**config.mk**
```make
export PLATFORM = sky130hd
export DESIGN_NAME = shift_reg_univ_flat
export DESIGN_NICKNAME = d
export VERILOG_FILES = /design/src/rtl/shift_reg_univ_if.sv /design/src/rtl/shift_reg_univ.sv /design/src/flat_wrapper.sv
export SDC_FILE = /design/constraint.sdc
export NUM_CORES = 1
export LEC_CHECK = 0
export BUFFER_PORTS_ARGS = -buffer_cell sky130_fd_sc_hd__buf_2
export CAP_MARGIN = 10
export CORE_AREA = 2 2 42 44
export CTS_CLUSTER_DIAMETER = 40
export DETAILED_ROUTE_END_ITERATION = 8
export DIE_AREA = 0 0 44 46
export GPL_TIMING_DRIVEN = 0
export HOLD_SLACK_MARGIN = 0.15
export PLACE_DENSITY = 0.76
export SLEW_MARGIN = 10
export SYNTH_ARGS = -nofsm -noshare
export SYNTH_HDL_FRONTEND = slang
export SYNTH_SLANG_ARGS = --single-unit
```
**constraint.sdc**
```tcl
create_clock -name C -period 1 [get_ports C]
set_input_delay 0.2 -clock C [delete_from_list [all_inputs] [get_ports C]]
set_output_delay 0.2 -clock C [all_outputs]
set_load 0.1 [all_outputs]
```
**src/rtl/shift_reg_univ_if.sv**
```systemverilog
// shift_reg_univ_if: mode/data/serial inputs and Q/Qn/SO outputs of the universal shift register
interface shift_reg_univ_if #(parameter int W = 8);
    logic [1:0]   S;
    logic [W-1:0] D;
    logic         DSU;
    logic         DSD;
    logic         RO;
    logic [W-1:0] Q;
    logic [W-1:0] Qn;
    logic         SO;
    modport master (output S, D, DSU, DSD, RO, input Q, Qn, SO);
    modport slave  (input S, D, DSU, DSD, RO, output Q, Qn, SO);
endinterface

```
**src/rtl/shift_reg_univ.sv**
```systemverilog
// shift_reg_univ: W-bit hold/shift-up/shift-down/load register with Qn and SO; SHIFT_REG_UNIV_ROTATE_EN adds RO-driven rotate
module shift_reg_univ #(
    parameter int           W    = 8,
    parameter logic [W-1:0] INIT = '0
) (
    input  logic           C,
    input  logic           R,
    shift_reg_univ_if.slave bus
);
    logic [W-1:0] q;
    logic [W-1:0] q_nxt;
    logic         so;
    logic         so_nxt;
    logic         in_up;
    logic         in_dn;
`ifdef SHIFT_REG_UNIV_ROTATE_EN
    assign in_up = bus.RO ? q[W-1] : bus.DSU;
    assign in_dn = bus.RO ? q[0] : bus.DSD;
`else
    logic unused_ro;
    assign unused_ro = bus.RO;
    assign in_up = bus.DSU;
    assign in_dn = bus.DSD;
`endif
    always_comb begin
        q_nxt  = bus.S == 2'b11 ? bus.D :
                 bus.S == 2'b01 ? {q[W-2:0], in_up} :
                 bus.S == 2'b10 ? {in_dn, q[W-1:1]} : q;
        so_nxt = bus.S == 2'b01 ? q[W-1] :
                 bus.S == 2'b10 ? q[0] : so;
    end
    always_ff @(posedge C or posedge R) begin
        if (R) begin
            q  <= INIT;
            so <= 1'b0;
        end else begin
            q  <= q_nxt;
            so <= so_nxt;
        end
    end
    assign bus.Q  = q;
    assign bus.Qn = ~q;
    assign bus.SO = so;
endmodule

```
**src/flat_wrapper.sv**
```systemverilog
// flat-port wrapper written by rule: the top's interface ports become plain ports
module shift_reg_univ_flat 
#(
    parameter int           W    = 8,
    parameter logic [W-1:0] INIT = '0
)
  (C, R, bus_S, bus_D, bus_DSU, bus_DSD, bus_RO, bus_Q, bus_Qn, bus_SO);
  shift_reg_univ_if #(.W(W)) bus_i ();
  input  logic C;
  input  logic R;
  input wire logic [$bits(bus_i.S)-1:0] bus_S;
  input wire logic [$bits(bus_i.D)-1:0] bus_D;
  input wire logic [$bits(bus_i.DSU)-1:0] bus_DSU;
  input wire logic [$bits(bus_i.DSD)-1:0] bus_DSD;
  input wire logic [$bits(bus_i.RO)-1:0] bus_RO;
  output wire logic [$bits(bus_i.Q)-1:0] bus_Q;
  output wire logic [$bits(bus_i.Qn)-1:0] bus_Qn;
  output wire logic [$bits(bus_i.SO)-1:0] bus_SO;
  assign bus_i.S = bus_S;
  assign bus_i.D = bus_D;
  assign bus_i.DSU = bus_DSU;
  assign bus_i.DSD = bus_DSD;
  assign bus_i.RO = bus_RO;
  assign bus_Q = bus_i.Q;
  assign bus_Qn = bus_i.Qn;
  assign bus_SO = bus_i.SO;
  shift_reg_univ #(.W(W), .INIT(INIT)) u_core (.C(C), .R(R), .bus(bus_i));
endmodule
```
==> After elaboration in Yosys (flattened, before gate mapping) <==
Index checks and enable logic that the tools add are counted.
{ "totals": {"regBits": 9, "input_bits": 15, "output_inout_bits": 17, "wordCells": 13} }
{ "classes": {"n_eq_ne": 3, "n_mux": 5, "n_bitwise": 1, "reduce_logical": 2} }
{ "op_table": {"columns": ["operator", "n"], "rows": [
  ["two-way mux 8 bit", 3],
  ["NOT 8 bit", 1],
  ["== test 2 bit, second input constant", 2],
  ["nonzero test 3 bit", 1],
  ["== test 2 x 1 -> 1 bit, second input constant", 1],
  ["two-way mux 1 bit", 2],
  ["nonzero test 2 bit", 1]
]} }

==> Logic depth before layout (Yosys ltp) <==
Gate-level depths: netlist of run 1.
{ "depth": {"depth_word": 4, "depth_mapped": 5, "mapped_depth_nobuf": 4} }

==> Least setup slack after synthesis of run 1 <==
OpenSTA, ideal clock, no wires.
{ "synth_path": {"path_type": "register -> register", "start": "register, netlist name u_core.bus.Q[6]", "end": "register u_core.q[6] (netlist: u_core.bus.Q[6])", "setup_ns": 0.095, "t_arrival_ns": 2.008, "required_time_ns": 0.905, "setup_slack_ns": -1.102, "stages_incl_launch_ff": 3, "n_path_buf": 0, "synth_period_minus_slack_ns": 2.102, "cell_sequence": "dfrtp_1 > inv_1 > a221oi_2"} }
{ "synth_lines": {"columns": ["item", "line_no", "text"], "rows": [
  ["to (signal assigned)", "shift_reg_univ.sv:37", "q <= q_nxt;"],
  ["to (decl)", "shift_reg_univ.sv:10", "logic [W-1:0] q;"]
]} }

==> Final worst setup path of run 1 <==
{ "layout_path": {"start": "register u_core.q[6] (netlist: u_core.bus.Q[6])", "end": "output bus_Qn[6]"} }
{ "layout_between": {"elab_chain_len": 1} }
{ "layout_rtl": {"columns": ["item", "line_no", "text"], "rows": [
  ["NOT 8 bit", "shift_reg_univ.sv:42", "assign bus.Qn = ~q;"],
  ["to (decl)", "flat_wrapper.sv:17", "output wire logic [$bits(bus_i.Qn)-1:0] bus_Qn;"]
]} }
No other way between the ends.

==> summary.txt, run 1 <==
Routing
  – Average vias per placed instance: 4.94
  – DR iter-0 viols: 4
  – Average routed wire per standard cell: 14.7 um
  – Via count: 617
  – Post-route DRC violation count: 0
  – Antenna Nets Post-Route: 0
  – Total detailed-routing wirelength: 1840 um
  – Count of TritonRoute iterations in the first routing pass: 2

Synth
  – Post-Syn Area: 684 um2
  – Number of warning messages in the yosys log: 0
  – Mapped Avg Cell Area: 11.0 um2
  – Register area share after synthesis: 32.9%
  – Post-synthesis cell count: 62
  – Count of distinct cell types in the synthesized netlist: 14
  – Post-synthesis sequential element count: 9
  – Syn nets: 81

Placement
  – Last weighted congestion value of the routability-driven placer: 0.741
  – Number of port buffers: 30
  – Post-Place Cells: 109
  – Total placed instance area: 925 um2
  – Detailed placer's ending HPWL: 1230 um

Finish
  – Synthesis-to-finish area growth: 87.2%
  – Number of antenna diodes: 0
  – Post-route non-filler standard cell count: 125
  – Layout Cell Area excl Fill: 1280 um2
  – Fill count: 96
  – Fraction of layout cells with a size suffix above 1: 80.6%
  – Total number of nets in the final design: 128
  – Final core area utilization: 79.4%

GRT
  – All-layer global routing usage: 20.9%
  – Number of global-route vias before repair: 656
  – Global route total overflow: 0
  – Antenna violations before repair: 0
  – Largest net degree at the start of global routing: 11
  – First-pass GRT wire length: 3030 um

Critical path
  – Required arrival time at the worst endpoint: 800 ps
  – Largest driver fanout on the critical path: 3
  – Number of cells on the worst reg-to-reg path: 4
  – CP Cell Sequence: clkinvlp_4, buf_12
  – Kind of cell with the highest combined delay on the critical path: flip-flops
  – Slowest stage delay, CP: 500 ps
  – Start-to-end type of the worst setup path: reg2out
  – Count of buffering cells on the critical path with inverters included: 2
  – Cell type of the slowest stage on the worst timing path: dfrtp_4
  – Endpoint type of the worst setup path: primary output
  – Data arrival, critical path: 1040 ps
  – Path length in cells of the critical path: 2
  – Sort of element at the start of the critical path: flop

Floorplan
  – Number of placed I/O pins: 32
  – Starting Density: 42.4%
  – CORE AREA: 1610 um2
  – Die span in y: 46 um
  – Number of standard-cell rows in the floorplan: 15
  – Die Footprint: 2020 um2
  – Die X: 44 um

Hold path
  – Cells on Worst Hold Path: 3
  – Min-delay worst type: in2reg

Timing
  – Crit share post-route: 124%
  – Measured slew at the worst slew-check pin: 370 ps
  – Tightest slew margin relative to the limit: 75.3%
  – Minimum setup slack in the final design: -236 ps
  – Final TNS setup: -3660 ps
  – Number of max-slew violations in the final report: 0
  – Fin Clk Skew: 3.77 ps
  – Number of hold-slack violations in the final timing report: 0
  – Shortest period the worst path allows: 1240 ps
  – Fmax achieved: 809 MHz
  – Unrepaired setup endpoints after global routing: true
  – Finish-stage setup viols: 24

Power
  – Post-route total power: 0.00284 W
  – Total power divided by cell area: 2220 nW/um2
  – Leak: 0.515 nW
  – Peak ir drop on the vdd network: 1.21 mV

CTS
  – Clk sinks: 9
  – Clock insertion delay at the later pin of the skew report: 270 ps
  – Total clock buffers created by CTS: 3
  – Clock Pin Slew Worst Setup and Hold Paths: 70 ps
  – TritonCTS clock tree: yes
  – CTS max path bufs: 2
  – Level count of the clock H-tree: 1
  – Cell at the root of the clock tree: clkbuf_4

Run status
  – Violations in the final reports: negative setup slack
  – Result of the run: finished with violations

Flow run
  – Maximum capacitance violations: 0
==> kinds of logic after synthesis <==
| logic type | Yosys count | synth area share, % |
|---|---|---|
| fa+ha+maj | 4 | 7.31 |
| buf+inv | 14 | 9.14 |
| mux | 9 | 13.2 |
| simple gates | 17 | 21.8 |
| flops | 9 | 32.9 |
| compound gates | 9 | 15.7 |
==> what timing repair did <==
| item | in CTS | in global routing |
|---|---|---|
| pin swaps | 0 | 4 |
| resized for setup | 50 | 15 |
| setup buffers | 9 | 2 |
| hold endpoints to repair | 9 | 0 |
| hold buffers | 1 | 0 |
| setup endpoints to repair | 17 | 26 |
==> synth_stat cells <==
cell      number  area (um2)
inv_1         11        41.3
nor3b_2        7        87.6
a21oi_1        1        5.00
buf_6          1        11.3
nor3b_1        1        7.51
a211oi_2       7        87.6
nor2_2         1        6.26
ha_1           4        50.1
clkbuf_2       2        10.0
dfrtp_1        9         225
a221oi_2       1        15.0
mux2i_1        9        90.1
nor2b_1        7        43.8
nor2_1         1        3.75
==> routing by layer <==
layer  part of all wire (%)  routed length (um)  GRT usage [%]
met1                     40                 732           24.0
met2                     55                1020           38.2
met3                    4.1                  76           4.37
met4                   0.49                   9           7.27
met5                      0                   0              0
==> power by group <==
group,switching (W),leakage [nW],total [W],internal (W)
registers,0.000113,0.0920,0.000588,0.000474
clock network,0.000139,0.0150,0.000294,0.000154
logic,0.00127,0.408,0.00196,0.000687
==> cell usage in the layout (no fill, tap or decap), drive strengths merged, types with 2 or more instances in the layout <==
master	count
a211oi	7
buf	42
clkbuf	6
clkinvlp	8
dfrtp	9
ha	4
inv	3
mux2i	9
nor2	2
nor2b	7
nor3b	8
==> through the flow <==
step                worst slack (ps)  hold WS (ps)
floorplan                       -605          28.0
global placement                -207           181
detailed placement              -254           187
CTS                             -227           273
global route                    -265           277
finish                          -236           280
==> cell type report <==
| type | instances | area [um2] | share of cell area [%] |
|---|---|---|---|
| inverter | 11 | 71.3 | 5.57 |
| buffer | 3 | 23.8 | 1.86 |
| sequential | 9 | 256 | 20.0 |
| multi-input combinational | 39 | 442 | 34.5 |
| clock buffer | 4 | 26.3 | 2.05 |
| tap | 17 | 21.3 | 1.66 |
| timing repair buffer | 42 | 440 | 34.4 |
==> worst min-delay path: stages <==
cell	delay, ps
buf_2	80
nor3b_2	40
a211oi_2	180
==> path summary, 6_finish.rpt <==
check	startpoint	end	slack, ps
max	u_core.bus.Q[6]	bus_Qn[6]	-240
min	bus_D[3]	u_core.bus.Q[3]	280
max reg2reg	u_core.bus.Q[6]	u_core.bus.Q[6]	-130
min reg2reg	u_core.bus.SO	u_core.bus.SO	610
max in group asynchronous	R	u_core.bus.Q[5]	250
min in group asynchronous	R	u_core.bus.Q[0]	450
==> registers in the layout, indices dropped and copies added, names as in the netlist <==
name           cells
u_core.bus.Q       8
u_core.bus.SO      1
Note: power is estimated with default switching activity, not from simulation.
==> run 2: changes to the inputs <==
--- a/config.mk
+++ b/config.mk
@@ -14,6 +14,7 @@
 export GPL_TIMING_DRIVEN = 0
 export HOLD_SLACK_MARGIN = 0.15
 export PLACE_DENSITY = 0.76
+export REMOVE_ABC_BUFFERS = 1
 export SLEW_MARGIN = 10
 export SYNTH_ARGS = -nofsm -noshare
 export SYNTH_HDL_FRONTEND = slang
==> summary.txt, run 2 (synthesis gave the netlist of run 1 again) <==
Run status
  – Result of the run: finished with violations
  – Violations in the final reports: negative setup slack

Power
  – Comb power frac: 71.5%
  – Peak ir drop on the vdd network: 1.38 mV
  – Leak: 0.612 nW
  – Proportion of power drawn by flip-flops and latches: 18.9%
  – Switching share of total power: 52.7%
  – Internal power consumption: 0.00142 W
  – Net switching power of the design: 0.00159 W
  – Total power divided by cell area: 2180 nW/um2
  – Clock share of power: 9.6%

Timing
  – Number of max-slew violations in the final report: 0
  – Finish-stage setup viols: 22
  – Minimum setup slack in the final design: -194 ps
  – Crit share post-route: 119%
  – Fin Clk Skew: 4.46 ps
  – Tightest slew margin relative to the limit: 75.0%
  – Shortest period the worst path allows: 1190 ps
  – Fmax achieved: 837 MHz
  – Unrepaired setup endpoints after global routing: true
  – Number of hold-slack violations in the final timing report: 0
  – Final TNS setup: -2210 ps
  – Measured slew at the worst slew-check pin: 375 ps

Routing
  – DR iter-0 viols: 24
  – Via count: 701
  – Post-route DRC violation count: 0
  – Total detailed-routing wirelength: 2510 um
  – Average vias per placed instance: 5.43
  – Count of TritonRoute iterations in the first routing pass: 4
  – Average routed wire per standard cell: 19.4 um
  – Antenna Nets Post-Route: 0

Flow run
  – Maximum capacitance violations: 0

Finish
  – Commonest non-fill, non-tap cell in the layout: buf_12
  – Total number of nets in the final design: 132
  – Fraction of layout cells with a size suffix above 1: 82.1%
  – Max FFs per register: 8
  – Number of antenna diodes: 0
  – Fill count: 65
  – Synthesis-to-finish area growth: 102%
  – Commonest non-fill, non-tap cells in the layout: 18 x buf_12, 13 x buf_2, 12 x buf_4, 9 x inv_2
  – Post-route non-filler standard cell count: 129

GRT
  – All-layer global routing usage: 18.9%
  – Largest net degree at the start of global routing: 18
  – First-pass GRT wire length: 2730 um
  – Antenna violations before repair: 0
  – Global route total overflow: 0
  – Number of global-route vias before repair: 642

CTS
  – CTS max path bufs: 2
  – Clock Pin Slew Worst Setup and Hold Paths: 70 ps
  – Clock insertion delay at the later pin of the skew report: 260 ps
  – Clk sinks: 9
  – TritonCTS clock tree: yes
  – Level count of the clock H-tree: 1
  – Total clock buffers created by CTS: 3
  – Cell at the root of the clock tree: clkbuf_4

Floorplan
  – Die span in y: 46 um
  – Starting Density: 42.4%
  – Number of placed I/O pins: 32
  – CORE AREA: 1610 um2
  – Die X: 44 um
  – Number of standard-cell rows in the floorplan: 15
  – Die Footprint: 2020 um2

Critical path
  – Data arrival, critical path: 990 ps
  – Slowest stage delay, CP: 450 ps
  – Start-to-end type of the worst setup path: reg2out
  – CP Cell Sequence: inv_2, buf_12
  – Required arrival time at the worst endpoint: 800 ps
  – Endpoint type of the worst setup path: primary output
  – Largest driver fanout on the critical path: 3
  – Cell type of the slowest stage on the worst timing path: dfrtp_2
  – Sort of element at the start of the critical path: flop

Placement
  – Number of port buffers: 30
  – Last weighted congestion value of the routability-driven placer: 0.734
  – Detailed placer's ending HPWL: 1090 um
  – Post-Place Cells: 106

Hold path
  – Min-delay worst type: in2reg
==> run 2: changes by cell type in the layout (fill, tap and decap cells not counted), moves of 2 or more <==
| cell | change |
|---|---|
| dfrtp_2 | +6 |
| ha_4 | +2 |
| mux2i_2 | -2 |
| clkinvlp_4 | -8 |
| buf_12 | +8 |
| dfrtp_4 | -8 |
| dfrtp_1 | +2 |
| inv_2 | +8 |
| buf_8 | -2 |
| ha_1 | -3 |
==> run 2: path summary, 6_finish.rpt <==
| path | start | endpoint | slack (ps) | cells after the start |
|---|---|---|---|---|
| max reg2reg | u_core.bus.Q[5] | u_core.bus.Q[6] | -20 | 4 |
| min reg2reg | u_core.bus.Q[0] | u_core.bus.SO | 690 | 2 |
| max | u_core.bus.Q[5] | bus_Qn[5] | -190 | 2 |
| min | bus_D[6] | u_core.bus.Q[6] | 260 | 3 |
| min in group asynchronous | R | u_core.bus.Q[6] | 490 | 3 |
| max in group asynchronous | R | u_core.bus.Q[5] | 220 | 3 |
==> run 2: metrics by stage <==
step	util [%]	power (W)	worst slack, ps	hold WS, ps	cell area (um2)
finish	85.6	0.00301	-194	262	1380
detailed placement	51.7	0.00189	-672	182	835
global route	85.6	0.00308	-214	296	1380
global placement	51.7	0.00188	-655	177	835
CTS	74.9	0.00278	-163	261	1210
floorplan	-	0.00168	-1100	27.9	663
==> run 2: area by class of cell <==
class / count / area [um2] / share of cell area [%]
clock buffer: 4 / 26.3 / 1.90
tap: 17 / 21.3 / 1.54
sequential: 9 / 234 / 16.9
multi-input combinational: 39 / 477 / 34.5
timing repair buffer: 49 / 582 / 42.1
inverter: 11 / 41.3 / 2.99
==> run 2: repair_timing <==
item / in CTS / in global routing
setup buffers: 9 / 9
hold buffers: 1 / 0
endpoints found under the hold margin: 9 / 0
resized for setup: 82 / 22
endpoints found under the setup margin: 25 / 25
pin swaps: 0 / 5
==> run 2: metal layers <==
metal	global-route usage (%)	wire, um	up-vias
li1	-	-	314
met1	19.1	929	346
met2	38.2	1390	33
met3	2.78	78	8
met4	7.27	106	0
met5	0	0	-
==> run 2: power by group through the flow <==
stage	sequential [W]	combinational (W)	clock (W)
floorplan	0.00101	0.000669	0
global placement	0.000520	0.00136	0
detailed placement	0.000522	0.00137	0
CTS	0.000545	0.00194	0.000290
global route	0.000578	0.00220	0.000307
finish	0.000569	0.00215	0.000287
==> run 2: critical path, delay by kind of cell (launching register included) <==
family | cells | cell delay [ps]
DFF | 1 | 450
buffers and inverters | 2 | 280
==> run 3: changes to the inputs <==
--- a/config.mk
+++ b/config.mk
@@ -13,7 +13,7 @@
 export DIE_AREA = 0 0 44 46
 export GPL_TIMING_DRIVEN = 0
 export HOLD_SLACK_MARGIN = 0.15
-export PLACE_DENSITY = 0.76
+export PLACE_DENSITY_LB_ADDON = 0.3
 export REMOVE_ABC_BUFFERS = 1
 export SLEW_MARGIN = 10
 export SYNTH_ARGS = -nofsm -noshare
==> constraint.sdc (replaced) <==
create_clock -name C -period 1.2 [get_ports C]
set_input_delay 0.24 -clock C [delete_from_list [all_inputs] [get_ports C]]
set_output_delay 0.24 -clock C [all_outputs]
set_load 0.1 [all_outputs]
==> summary.txt, run 3 (synthesis gave the netlist of run 1 again) <==
Floorplan
  – CORE AREA: 1610 um2
  – Starting Density: 42.4%
  – Number of placed I/O pins: 32
  – Die span in y: 46 um
  – Die Footprint: 2020 um2
  – Die X: 44 um
  – Number of standard-cell rows in the floorplan: 15

GRT
  – First-pass GRT wire length: 2480 um
  – Global route total overflow: 0
  – All-layer global routing usage: 17.4%
  – Largest net degree at the start of global routing: 18
  – Antenna violations before repair: 0
  – Number of global-route vias before repair: 559

Routing
  – Count of TritonRoute iterations in the first routing pass: 4
  – Detail Route met3 WL: 76 um
  – Met2 Wirelength: 879 um
  – Average routed wire per standard cell: 13.4 um
  – Total detailed-routing wirelength: 1610 um
  – Average vias per placed instance: 4.89
  – Top metal layer carrying routed signals: met4
  – Via count: 587
  – Metal-1 WL: 637 um
  – DR iter-0 viols: 6
  – Post-route DRC violation count: 0
  – Antenna Nets Post-Route: 0

Finish
  – Final core area utilization: 70.1%
  – Max FFs per register: 8
  – Total number of nets in the final design: 123
  – Layout Cell Area excl Fill: 1130 um2
  – Fill count: 128
  – Number of antenna diodes: 0
  – Fraction of layout cells with a size suffix above 1: 67.0%
  – Synthesis-to-finish area growth: 65.3%
  – Commonest non-fill, non-tap cell in the layout: buf_2
  – Commonest non-fill, non-tap cells in the layout: 13 x buf_2, 10 x buf_4, 9 x mux2i_1

CTS
  – Clock Pin Slew Worst Setup and Hold Paths: 60 ps
  – CTS max path bufs: 2
  – Cell at the root of the clock tree: clkbuf_4
  – Level count of the clock H-tree: 1
  – Total clock buffers created by CTS: 3
  – Clk sinks: 9
  – TritonCTS clock tree: yes
  – Clock insertion delay at the later pin of the skew report: 250 ps

Timing
  – Fin Clk Skew: 1.36 ps
  – Number of max-slew violations in the final report: 0
  – Shortest period the worst path allows: 1190 ps
  – Number of hold-slack violations in the final timing report: 0
  – Tightest slew margin relative to the limit: 76.5%
  – Minimum setup slack in the final design: 6.46 ps
  – Measured slew at the worst slew-check pin: 352 ps
  – Unrepaired setup endpoints after global routing: true
  – Crit share post-route: 99.5%
  – Fmax achieved: 838 MHz
  – Final TNS setup: 0 ps
  – Finish-stage setup viols: 0
  – WHS: 324 ps

Critical path
  – Kind of cell with the highest combined delay on the critical path: flip-flops
  – Endpoint type of the worst setup path: primary output
  – Count of buffering cells on the critical path with inverters included: 2
  – Cell type of the slowest stage on the worst timing path: dfrtp_1
  – CP Cell Sequence: inv_2, buf_12
  – Data arrival, critical path: 950 ps
  – Largest driver fanout on the critical path: 4
  – Required arrival time at the worst endpoint: 960 ps
  – Slowest stage delay, CP: 420 ps
  – Start-to-end type of the worst setup path: reg2out
  – Sort of element at the start of the critical path: flop

Power
  – Peak ir drop on the vdd network: 0.956 mV
  – Net switching power of the design: 0.00119 W
  – Comb power frac: 69.6%
  – Leak: 0.523 nW
  – Internal power consumption: 0.000977 W
  – Clock share of power: 10.3%
  – Total power divided by cell area: 1920 nW/um2
  – Switching share of total power: 55.0%
  – Proportion of power drawn by flip-flops and latches: 20.1%

Placement
  – Setup WS pre-CTS: -593 ps
  – Number of port buffers: 30
  – Last weighted congestion value of the routability-driven placer: 0.712
  – Total placed instance area: 835 um2
  – Detailed placer's ending HPWL: 1010 um

Run status
  – Result of the run: complete, no violations

Flow run
  – Maximum capacitance violations: 0

Hold path
  – Min-delay worst type: in2reg
[run 3: area by class of cell]
type	instances	area [um2]	share of cell area [%]
Timing Repair Buffer	40	400	35.4
Clock buffer	4	26.3	2.32
Inverter	11	41.3	3.65
Tap cell	17	21.3	1.88
Sequential cell	9	228	20.1
Multi-Input combinational cell	39	414	36.6
[run 3: power by group through the flow]
stage,Combinational [W],Sequential [W],Clock (W)
after floorplan,0.000558,0.000842,0
after global placement,0.00114,0.000434,0
after detailed placement,0.00114,0.000436,0
after CTS,0.00147,0.000425,0.000235
after global routing,0.00156,0.000443,0.000255
final,0.00151,0.000436,0.000224
[run 3: final timing paths]
check	start	endpoint	slack [ps]	cells past startpoint
setup / recovery	u_core.bus.Q[6]	bus_Qn[6]	6	2
hold / removal	bus_D[6]	u_core.bus.Q[6]	320	3
setup reg to reg	u_core.bus.Q[6]	u_core.bus.Q[6]	130	4
hold reg to reg	u_core.bus.SO	u_core.bus.SO	540	2
max in group asynchronous	R	u_core.bus.Q[4]	410	3
min in group asynchronous	R	u_core.bus.Q[6]	510	3
[run 3: routing by layer]
layer / vias up / GRT usage [%]
li1: 293 / -
met1: 273 / 20.9
met2: 19 / 29.1
met3: 2 / 5.16
met4: 0 / 7.27
met5: - / 0
[run 3: worst min-delay path: stages]
cell      delay (ps)
buf_2             70
nor3b_1           40
a221oi_2         160
[run 3: what timing repair did]
item | 4_1_cts | 5_1_grt
hold buffers | 1 | 0
setup endpoints to repair | 25 | 15
setup buffers | 8 | 1
gates resized for setup | 51 | 11
endpoints found under the hold margin | 9 | 0
[run 3: through the flow]
stage               total power, W  instances
floorplan                  0.00140         59
global placement           0.00157        106
detailed placement         0.00158        106
CTS                        0.00213        119
global route               0.00225        120
finish                     0.00217        120
